[config.mk]
export PLATFORM = sky130hd
export DESIGN_NAME = hamming_class_search
export DESIGN_NICKNAME = d
export VERILOG_FILES = /design/src/rtl/hdc_search_pkg.sv /design/src/rtl/hvec_popcount.sv /design/src/rtl/hamming_class_search.sv
export SDC_FILE = /design/constraint.sdc
export NUM_CORES = 1
export LEC_CHECK = 0
export CORE_ASPECT_RATIO = 1.2
export CORE_MARGIN = 2
export CORE_UTILIZATION = 30
export DETAILED_ROUTE_END_ITERATION = 6
export HOLD_SLACK_MARGIN = 0.1
export PLACE_DENSITY = 0.48
export REMOVE_ABC_BUFFERS = 1
export SETUP_SLACK_MARGIN = 0.4
export SLEW_MARGIN = 20
export SYNTH_ARGS = -nofsm -noshare
export SYNTH_HDL_FRONTEND = slang
export SYNTH_SLANG_ARGS = --single-unit
[constraint.sdc]
create_clock -name clk -period 11.5 [get_ports clk]
set_input_delay 1.725 -clock clk [delete_from_list [all_inputs] [get_ports clk]]
set_output_delay 1.725 -clock clk [all_outputs]
set_load 0.01 [all_outputs]
[src/rtl/hdc_search_pkg.sv]
// Shared types and defaults for the HDC associative-search stage.
// Latency: none (declarations only).
// Backpressure: not applicable.
package hdc_search_pkg;

  typedef enum logic [1:0] {
    LOAD   = 2'd0,
    SEARCH = 2'd1,
    DONE   = 2'd2
  } state_t;

  localparam int N_CLASSES_DEF = 8;
  localparam int N_FRAMES_DEF  = 3;

  // Width needed to hold a Hamming distance over the whole hypervector (0..frames*w).
  function automatic int dist_w(input int frames, input int w);
    return $clog2(frames * w + 1);
  endfunction

endpackage

[src/rtl/hvec_popcount.sv]
// Combinational population count of a W-bit vector.
// Latency: 0 cycles (pure combinational).
// Backpressure: not applicable.
module hvec_popcount #(
  parameter int W    = 64,
  parameter int PC_W = $clog2(W + 1)
) (
  input  logic [W-1:0]    vec,
  output logic [PC_W-1:0] count
);

  // Sum every bit; synthesis builds the adder tree.
  always_comb begin
    count = '0;
    for (int i = 0; i < W; i++) begin
      count = count + PC_W'(vec[i]);
    end
  end

endmodule

[src/rtl/hamming_class_search.sv]
// Loads a query hypervector, walks every class/frame of the generator, returns nearest class.
// Latency: N_FRAMES load beats, then N_CLASSES*N_FRAMES search cycles to out_valid.
// Backpressure: in_ready low outside LOAD; result held in DONE until out_ready.
module hamming_class_search
  import hdc_search_pkg::*;
#(
  parameter int DI_PARALLEL_W_BITS = 64,
  parameter int N_CLASSES          = N_CLASSES_DEF,
  parameter int N_FRAMES           = N_FRAMES_DEF,
  parameter int CLASS_ID_W         = $clog2(N_CLASSES),
  parameter int FRAME_IDX_W        = $clog2(N_FRAMES),
  parameter int DIST_W             = dist_w(N_FRAMES, DI_PARALLEL_W_BITS)
) (
  input  logic                          clk,
  input  logic                          rst_n,
  input  logic                          in_valid,
  output logic                          in_ready,
  input  logic [DI_PARALLEL_W_BITS-1:0] in_frame,
  output logic [CLASS_ID_W-1:0]         frame_id,
  output logic [FRAME_IDX_W-1:0]        frame_index,
  input  logic [DI_PARALLEL_W_BITS-1:0] class_vec_in,
  output logic                          out_valid,
  input  logic                          out_ready,
  output logic [CLASS_ID_W-1:0]         out_class,
  output logic [DIST_W-1:0]             out_dist
);

  localparam int PC_W = $clog2(DI_PARALLEL_W_BITS + 1);
  localparam logic [FRAME_IDX_W-1:0] LAST_FRAME = FRAME_IDX_W'(N_FRAMES - 1);
  localparam logic [CLASS_ID_W-1:0]  LAST_CLASS = CLASS_ID_W'(N_CLASSES - 1);

  state_t state, state_next;

  logic [N_FRAMES-1:0][DI_PARALLEL_W_BITS-1:0] query;
  logic [FRAME_IDX_W-1:0] load_cnt;
  logic [CLASS_ID_W-1:0]  cls_cnt;
  logic [FRAME_IDX_W-1:0] frm_cnt;
  logic [DIST_W-1:0]      acc;
  logic [DIST_W-1:0]      best_dist;
  logic [CLASS_ID_W-1:0]  best_class;

  logic [PC_W-1:0]   pc;
  logic [DIST_W-1:0] sum;
  logic              load_last;
  logic              frame_last;
  logic              search_last;

  hvec_popcount #(.W(DI_PARALLEL_W_BITS), .PC_W(PC_W)) u_popcount (
    .vec   (query[frm_cnt] ^ class_vec_in),
    .count (pc)
  );

  // Distance of the current class so far, including this frame; single-cycle path by design.
  always_comb begin
    sum         = acc + DIST_W'(pc);
    load_last   = in_valid && (load_cnt == LAST_FRAME);
    frame_last  = (frm_cnt == LAST_FRAME);
    search_last = frame_last && (cls_cnt == LAST_CLASS);
  end

  // State register.
  always_ff @(posedge clk or negedge rst_n) begin
    if (!rst_n) state <= LOAD;
    else        state <= state_next;
  end

  // Next-state decode and handshake/generator outputs.
  always_comb begin
    state_next  = state;
    in_ready    = 1'b0;
    out_valid   = 1'b0;
    out_class   = '0;
    out_dist    = '0;
    frame_id    = '0;
    frame_index = '0;
    case (state)
      LOAD: begin
        in_ready = 1'b1;
        if (load_last) state_next = SEARCH;
      end
      SEARCH: begin
        frame_id    = cls_cnt;
        frame_index = frm_cnt;
        if (search_last) state_next = DONE;
      end
      DONE: begin
        out_valid = 1'b1;
        out_class = best_class;
        out_dist  = best_dist;
        if (out_ready) state_next = LOAD;
      end
      default: state_next = LOAD;
    endcase
  end

  // Query capture, frame/class walk and running minimum; ties keep the earlier (lower) class.
  always_ff @(posedge clk or negedge rst_n) begin
    if (!rst_n) begin
      query      <= '0;
      load_cnt   <= '0;
      cls_cnt    <= '0;
      frm_cnt    <= '0;
      acc        <= '0;
      best_dist  <= '0;
      best_class <= '0;
    end else begin
      case (state)
        LOAD: begin
          if (in_valid) begin
            query[load_cnt] <= in_frame;
            if (load_last) begin
              load_cnt   <= '0;
              cls_cnt    <= '0;
              frm_cnt    <= '0;
              acc        <= '0;
              best_dist  <= '1;
              best_class <= '0;
            end else begin
              load_cnt <= load_cnt + FRAME_IDX_W'(1);
            end
          end
        end
        SEARCH: begin
          if (!frame_last) begin
            acc     <= sum;
            frm_cnt <= frm_cnt + FRAME_IDX_W'(1);
          end else begin
            if (sum < best_dist) begin
              best_dist  <= sum;
              best_class <= cls_cnt;
            end
            acc     <= '0;
            frm_cnt <= '0;
            cls_cnt <= cls_cnt + CLASS_ID_W'(1);
          end
        end
        DONE: begin
          if (out_ready) load_cnt <= '0;
        end
        default: load_cnt <= '0;
      endcase
    end
  end

endmodule

==> flow_summary.ini <==
[synth]
synth-edff-count = 0
yosys.area.top_type = dfrtp_1
yosysWarnings = 0
synth_cell_types = 51
synth_area_leaders = dfrtp_1, mux2_2, fa_1
async_flop_share_pct = 100
synth_area_per_cell_um2 = 12.1
synth-seq-area-share_pct = 44.5
synth.top_cell.area_share_pct = 44.5
synth_top_flop_cell = dfrtp_1
synth-seq-cells = 220
syn_inst = 1020
syn_area_mm2 = 0.0124

[run_status]
outcome = completed

[cts]
clkSlewWorstSetupHoldPaths_ps = 60
post_cts_resized = 0
worstSkewPairLatency_ps = 540
htree_levels = 1
cts_root_buf = clkbuf_16
cts_tree = yes
cts_hold_buf = 0
postCtsSetupBuffers = 0
cts_buffers = 27
cts.sink_count = 220
clockBufferDepth = 3

[setup_path]
worst_setup_path_start_kind = primary input
required_ps = 11920
crit_start = class_vec_in[1]
cp_num_buf_inv = 2
critical-path-max-stage-delay_ps = 550
cp_top_family = adder cells
reg2reg_from = frm_cnt[1]
slowest_stage = fa_1
worstSetupPathType = primary input to flip-flop
endpoint_kind = flip-flop
crit_arrival_ps = 10800
timing.critical_path.mode_cell = fa_1
crit_fanout = 7

[floorplanning]
die-area_mm2 = 0.0429
io_pins = 150
core-area_mm2 = 0.0407
initial_utilization_pct = 30.4
die_width_um = 189
die_h_um = 226
rows = 81

[sta]
drv_slew = 0
rsz0062_at_grt = false
skew_ps = 16.5
min_period_ps = 10380
relSlewSlack_pct = 38.8
fmax_mhz = 96.3
setup_viol = 0
hold_viol = 0
worst_pin_slew_ps = 918
fin_crit_sh_pct = 90.3
tns_ps = 0

[cells_and_area]
num_antenna_cells = 0
multi_input_area_mm2 = 0.00636
nNetsFinal = 1389
fillCellCount = 4014
fin_cells = 1730
drive_gt1_share_pct = 21.6
seqCellArea_mm2 = 0.00551
area_delta_synth_final_pct = 24.4

[detailed_routing]
vias = 7954
routed_wirelength_um = 31200
drt_first_iter_violations = 288
wire_per_inst_um = 18.0
first_pass_iters = 4
vias_per_cell = 4.60
drcViolationCount = 0
ant_nets = 0

[global_route]
grt_use_total_pct = 14.8
grt_pass1_vias = 8641
overflow = 0
grt_pass1_wl_um = 49200
grt_antenna_before_repair = 1
grt_max_degree = 92

[hold_path]
hold_path_class = flip-flop to flip-flop
holdCritStartpoint = query[11]

[place]
dp_cells = 1680
globalplace.congestion = 0.792
dp_hpwl_um = 21600
portBuffers = 149

[flow_run]
drv_cap = 0
==> synth_stat cells (all sizes together), types with 3 or more instances <==
master and instances:
and2 9, nor3 7, ha 32, buf 34
mux2 196, a22o 4, mux2i 65, fa 55
clkbuf 14, nor2 59, a211oi 3, xnor2 65
a21o 7, dfrtp 220, a21oi 45, inv 65
nor2b 8, o22ai 3, nand2 46, nand3 3
nand2b 7, o21ai 44
==> layout make-up <==
type	count	area share, %
Clock inverter	5	0.674
Timing Repair Buffer	169	10.7
Sequential cell	220	35.8
Clock buffer	45	5.54
Multi-Input combinational cell	686	41.3
Tap cell	539	4.38
Inverter	66	1.61
==> final timing paths <==
path | to | slack (ps) | cells past startpoint
hold reg to reg | query[11] | 490 | 1
hold / removal | query[11] | 490 | 1
min in group asynchronous | best_class[1] | 1190 | 1
max in group asynchronous | query[146] | 8900 | 2
setup / recovery | best_class[0] | 1120 | 28
setup reg to reg | best_class[0] | 1290 | 30
==> metal layers <==
metal | wire (um) | track usage, % | vias up | share of wire [%]
li1 | - | - | 3787 | -
met1 | 13700 | 18.6 | 3995 | 44
met2 | 15400 | 26.2 | 138 | 49
met3 | 1470 | 2.75 | 32 | 4.7
met4 | 621 | 3.93 | 2 | 2.0
met5 | 11 | 0 | - | 0.035
==> metrics by stage <==
step	utilization (%)	hold slack [ps]	instance area, um2	setup WS [ps]
global placement	35.4	466	14400	551
finish	37.8	485	15400	1120
detailed placement	35.4	476	14400	470
floorplan	-	456	12100	-1500
global route	37.8	498	15400	619
CTS	37.8	489	15400	1030
==> state kept, by name, indices dropped and copies added (netlist names) <==
name	flops
query	192
frm_cnt	2
best_class	3
acc	8
cls_cnt	3
state	2
load_cnt	2
best_dist	8
==> logic make-up after synthesis <==
logic type      synth area share, %
buf+inv                        4.23
mux                            23.1
flops                          44.5
compound gates                 5.87
fa+ha+maj                      12.1
xor+xnor                       4.74
simple gates                   5.45
==> cells in the final DEF (no fill, tap or decap), types with 45 or more instances in the layout <==
cell and count:
clkdlybuf4s50_1 148, fa_1 55, mux2i_1 65, nand2_1 46
a21oi_1 45, inv_1 65, nor2_1 58, dfrtp_1 218
mux2_2 185, xnor2_1 65
Power is left out: the tool's default activity adds up to more than one toggle a clock period on the data nets, which glitch-free logic cannot reach.
==> variant 1, RTL diff (same settings) <==
Make the reset (`rst_n`) synchronous in 2 clocked blocks.
--- a/src/rtl/hamming_class_search.sv
+++ b/src/rtl/hamming_class_search.sv
@@ -59,7 +59,7 @@
   end
 
   // State register.
-  always_ff @(posedge clk or negedge rst_n) begin
+  always_ff @(posedge clk) begin
     if (!rst_n) state <= LOAD;
     else        state <= state_next;
   end
@@ -94,7 +94,7 @@
   end
 
   // Query capture, frame/class walk and running minimum; ties keep the earlier (lower) class.
-  always_ff @(posedge clk or negedge rst_n) begin
+  always_ff @(posedge clk) begin
     if (!rst_n) begin
       query      <= '0;
       load_cnt   <= '0;
Formal check against the unedited RTL: differs if rst_n is asserted again (counterexample within 4 cycles, from zero or initial values and one cycle with rst_n low); with rst_n held inactive, the same outputs for 4 cycles.
==> variant 1 against the unedited design <==
Critical path depth is 1 higher. Setup slack better by 39 ps. Wire length is 15% higher. Synthesized area shrank 1.3%. Design area shrank 2.3%. Clock skew down 4.9 ps. Sequential cell count unchanged.
Power is not shown: default switching activity piles up to over one toggle a cycle in this logic, so the estimate is an artifact.
==> variant 1: results (changes against the unedited design) <==
[global_route]
met1_usage_pct=21.5  ; +2.9 points
grt_use_met3_pct=2.12  ; -0.64 points
grtUsageMet2_pct=29.8  ; +3.6 points
grt_max_degree=102  ; +11%
grt_use_total_pct=16.7  ; +1.9 points
antenna_found_initial=0  ; -1
grt_pass1_wl_mm=55.2  ; +12%

[placement]
dp_hpwl_mm=23.3  ; +7.8%
dp.cells=2055  ; +22%
place_congestion=0.772  ; -2.6%
preCtsSetupSlack_ps=543  ; +72.2 ps

[routing]
dr.first_iter.drc_count=481  ; +67%
drtPass1Iterations=4  ; unchanged
vias_per_cell=4.60  ; +0.12%
vias=9685  ; +22%
wire_per_inst_um=17.0  ; -5.6%

[synth]
synthXorXnorAreaFrac_pct=5.02  ; +0.28 points
synth_compound_area_share_pct=18.0  ; +12 points
synth_top_family_by_area=compound AO/OA/AOI/OAI gates
synth-adder-area-share_pct=12.3  ; +0.15 points
synth_cells=1445  ; +42%
synth_area_leaders=dfxtp_1 36%, nand2_1 13%, fa_1 9.0%, a21boi_0 8.0%, mux2i_1 5.4%
ys_async_sr_fraction_pct=0  ; -100 points

[finish]
diodes=0  ; unchanged
nFillCells=4106  ; +2.3%
drive_gt1_share_pct=4.98  ; -17 points
fin_nets=1764  ; +27%

[setup_path]
cpPeakStageDelay_ps=590  ; +40 ps
crit_fanout=11  ; +4
r2r-start=frm_cnt[0]
r2r_setup_slack_ps=1500  ; +210 ps
arrival_ps=10830  ; +30 ps
reg2reg_depth=33  ; +10%

[sta]
worstMarginPinSlew_ps=999  ; +81.6 ps
skew_ps=11.6  ; -4.88 ps

[outcome]
status=complete, no violations

[clocking]
clk_path_buf_depth=3  ; unchanged

[worst_hold_path]
min_to=query[62]
min_path_cells=2  ; +1

## variant 1: cell count changes after synthesis, moves of 14 or more
cell	before	now
nand2_1	46	429
dfrtp_1	220	0
dfxtp_1	0	220
mux2_2	185	0
a21boi_0	1	130
a21boi_1	0	65
clkbuf_1	14	46
buf_2	19	36
nor2_1	58	44
## variant 1: worst max path at each step
stage | start | to | slack, ps
floorplan | frm_cnt[0] | best_dist[4] | -1200
global placement | class_vec_in[0] | best_dist[4] | 670
detailed placement | class_vec_in[0] | best_dist[0] | 540
CTS | class_vec_in[0] | best_dist[0] | 1110
global route | class_vec_in[0] | best_dist[0] | 600
finish | class_vec_in[0] | best_dist[0] | 1160
## variant 1: cell type report
| type | count | area share [%] |
|---|---|---|
| Clock buffer | 44 | 5.51 |
| Clock inverter | 5 | 0.665 |
| Inverter | 62 | 1.55 |
| Multi-Input combinational cell | 1070 | 47.7 |
| Sequential cell | 220 | 29.3 |
| Tap cell | 539 | 4.48 |
| Timing Repair Buffer | 164 | 10.8 |
## variant 1: critical path, delay by kind of cell
family	cells	cell delay (ps)
AOI/OAI and AO/OA	7	1420
and+or+nand+nor	5	1390
xor gates and xnor gates	2	320
adders and majority gates	12	5440
buffers and inverters	3	530
## variant 1: logic make-up (layout without fill, tap and decap cells)
| logic type | count (synthesis) | count (layout) |
|---|---|---|
| AND/OR/NAND/NOR | 535 | 535 |
| multiplexers | 66 | 66 |
| flip-flops | 220 | 220 |
| adder cells (fa/ha/maj) | 87 | 87 |
| AO/OA/AOI/OAI | 312 | 312 |
| XOR/XNOR | 70 | 70 |
| buffers and inverters | 155 | 275 |
## variant 1: routing by layer
metal	wire length, um	up-vias	part of all wire, %
met2	17400	158	49
met4	640	0	1.8
met3	1290	38	3.6
met5	0	-	0
li1	-	4903	-
met1	16500	4586	46
## variant 1: metrics by stage
step | cell area [um^2] | hold slack (ps) | utilization [%] | TNS, ps
after CTS | 15000 | 452 | 37.2 | 0
after global placement | 14100 | 439 | 34.9 | 0
after floorplan | 11800 | 434 | - | -13350
after detailed placement | 14100 | 444 | 34.9 | 0
final | 15000 | 450 | 37.2 | 0
after global routing | 15000 | 466 | 37.2 | 0
==> variant 2, RTL diff (same flow settings) <==
Without the edit above. Set the parameter `DI_PARALLEL_W_BITS` to 128 (it was 64).
--- a/src/rtl/hamming_class_search.sv
+++ b/src/rtl/hamming_class_search.sv
@@ -4,7 +4,7 @@
 module hamming_class_search
   import hdc_search_pkg::*;
 #(
-  parameter int DI_PARALLEL_W_BITS = 64,
+  parameter int DI_PARALLEL_W_BITS = 128,
   parameter int N_CLASSES          = N_CLASSES_DEF,
   parameter int N_FRAMES           = N_FRAMES_DEF,
   parameter int CLASS_ID_W         = $clog2(N_CLASSES),
Interface: changed (resized class_vec_in, in_frame and out_dist); port bits go from 150 to 279. The function was not compared with the original's and may differ.
==> variant 2 against the unedited design <==
Global-route usage increased by 2.7 points. Hold slack got worse by 14 ps. Register-to-register slack lost 430 ps. Highest routed layer unchanged. Synthesized area rose by 87%. Design area increased by 91%. Critical path type unchanged. Critical path depth grew 1. Setup slack got worse by 390 ps. Clock skew increased by 3.3 ps. Sequential cell count is 194 higher. Synthesized cell count grew 110%. Wire length up 120%.
Power is not shown: default switching activity piles up to over one toggle a cycle in this logic, so the estimate is an artifact.
==> variant 2: results (changes against the unedited design) <==
[clocking]
htree_levels=2  ; +1
path_clk_slew_ps=60  ; about the same
clock-root-buffer=clkbuf_16
insertion_delay_ps=590  ; +50 ps
clk_path_buf_depth=3  ; unchanged
cts_buffers=51  ; +89%

[routing]
drtPass1Iterations=7  ; +3
routed_wl_mm=69.2  ; +120%
vias=16100  ; +100%
wire_per_inst_um=19.9  ; +10%
dr.first_iter.drc_count=724  ; +150%

[global_route]
grt_pass1_wl_mm=106  ; +110%
antenna_found_initial=15  ; +14
grt_max_degree=166  ; +80%
grt_pass1_vias=17400  ; +100%
grt_use_total_pct=17.5  ; +2.7 points

[setup_path]
crit_fanout=6  ; -1
cpPeakStageDelay_ps=620  ; +70 ps
arrival_ps=11280  ; +480 ps
cp_slowest_cell=fa_1

[placement]
place_congestion=0.813  ; +2.6%
portBuffers=278  ; +87%
dp.cells=3378  ; +100%
dp_hpwl_mm=46.9  ; +120%

[synth]
ys_top_cells_by_count=468 x nand2_1, 414 x dfrtp_1, 259 x mux2_2
ys.warnings.count=0  ; unchanged
synth_flop_cell=dfrtp_1
ys_async_sr_fraction_pct=100  ; unchanged
synth_edf_count=0  ; unchanged
ys_seq_area_share_pct=44.8  ; +0.36 points
synth_area_leaders=dfrtp_1 45%, mux2_2 13%, fa_1 10%, nand2_1 7.6%, mux2i_1 6.0%
synth_cell_types=45  ; -12%
synth_cells=2135  ; +110%

[worst_hold_path]
min_path_type=reg -> reg

[sta]
worstMarginPinSlew_ps=1020  ; +107 ps
skew_ps=19.8  ; +3.34 ps

[finish]
reg_top3=query (384), acc (9), best_dist (9)
drive_gt1_share_pct=19.2  ; -2.3 points
fin_nets=2837  ; +100%

[outcome]
status=complete, no violations

[floorplan]
num_rows=111  ; +37%

-- variant 2: cell count changes after synthesis, sizes merged, moves of 31 or more --
cell   before  now
inv        65  118
buf        34   65
nor2       59   98
mux2      196  259
mux2i      65  139
xnor2      65  131
a21oi      45   83
dfrtp     220  414
nand2      46  468
fa         55  116
-- variant 2: stage by stage --
stage | setup WS (ps) | hold slack (ps) | cell area (um^2) | setup TNS (ps)
finish | 727 | 471 | 29400 | 0
global route | 373 | 485 | 29400 | 0
CTS | 421 | 475 | 29000 | 0
detailed placement | -505 | 462 | 27200 | -5890
global placement | -478 | 457 | 27200 | -5570
floorplan | -8240 | 445 | 22600 | -151120
-- variant 2: area by class of cell --
class	count	area, um^2
Fill cell	7511	46900
Multi-Input combinational cell	1494	12200
Sequential cell	414	10400
Timing Repair Buffer	338	3410
Clock buffer	71	1520
Tap cell	1017	1270
Inverter	118	443
Clock inverter	19	208
Antenna cell	8	20.0
-- variant 2: path summary, 6_finish.rpt --
check | from | endpoint | slack, ps | cells after the start
worst max-delay path | class_vec_in[4] | best_dist[6] | 730 | 29
worst min-delay path | query[316] | query[316] | 470 | 2
worst max register to register | frm_cnt[1] | best_dist[6] | 860 | 33
worst min register to register | query[316] | query[316] | 470 | 2
max in group asynchronous | rst_n | frm_cnt[0] | 8650 | 2
min in group asynchronous | rst_n | query[151] | 1190 | 1
-- variant 2: what timing repair did --
item | in CTS | in global routing
resized for setup | 4 | 89
hold buffers | 0 | 0
endpoints found under the hold margin | 0 | 0
pin swaps | 8 | 54
setup buffers | 0 | 3
endpoints found under the setup margin | 12 | 12
-- variant 2: logic make-up (layout without fill, tap and decap cells) --
family	count (synthesis)	in the layout	share of synthesized area, %
flip-flops	414	414	44.8
other	0	8	0
adder cells (fa/ha/maj)	160	160	12.4
AND/OR/NAND/NOR	615	615	10.5
buffers and inverters	227	546	4.06
multiplexers	398	398	18.6
AO/OA/AOI/OAI	188	188	4.50
XOR/XNOR	133	133	5.04
-- variant 2: per-layer routing --
layer	part of all wire, %	track usage (%)
met1	43	21.7
met2	51	30.8
met4	2.3	5.24
met5	0.13	0
met3	4.1	3.19
-- variant 2: critical path: cells and delay by family --
| kind | cells | cell delay, ps |
|---|---|---|
| adder cells (fa/ha/maj) | 14 | 6450 |
| multiplexers | 1 | 200 |
| AO/OA/AOI/OAI | 4 | 910 |
| XOR/XNOR | 1 | 250 |
| buffers and inverters | 3 | 760 |
| AND/OR/NAND/NOR | 6 | 1000 |
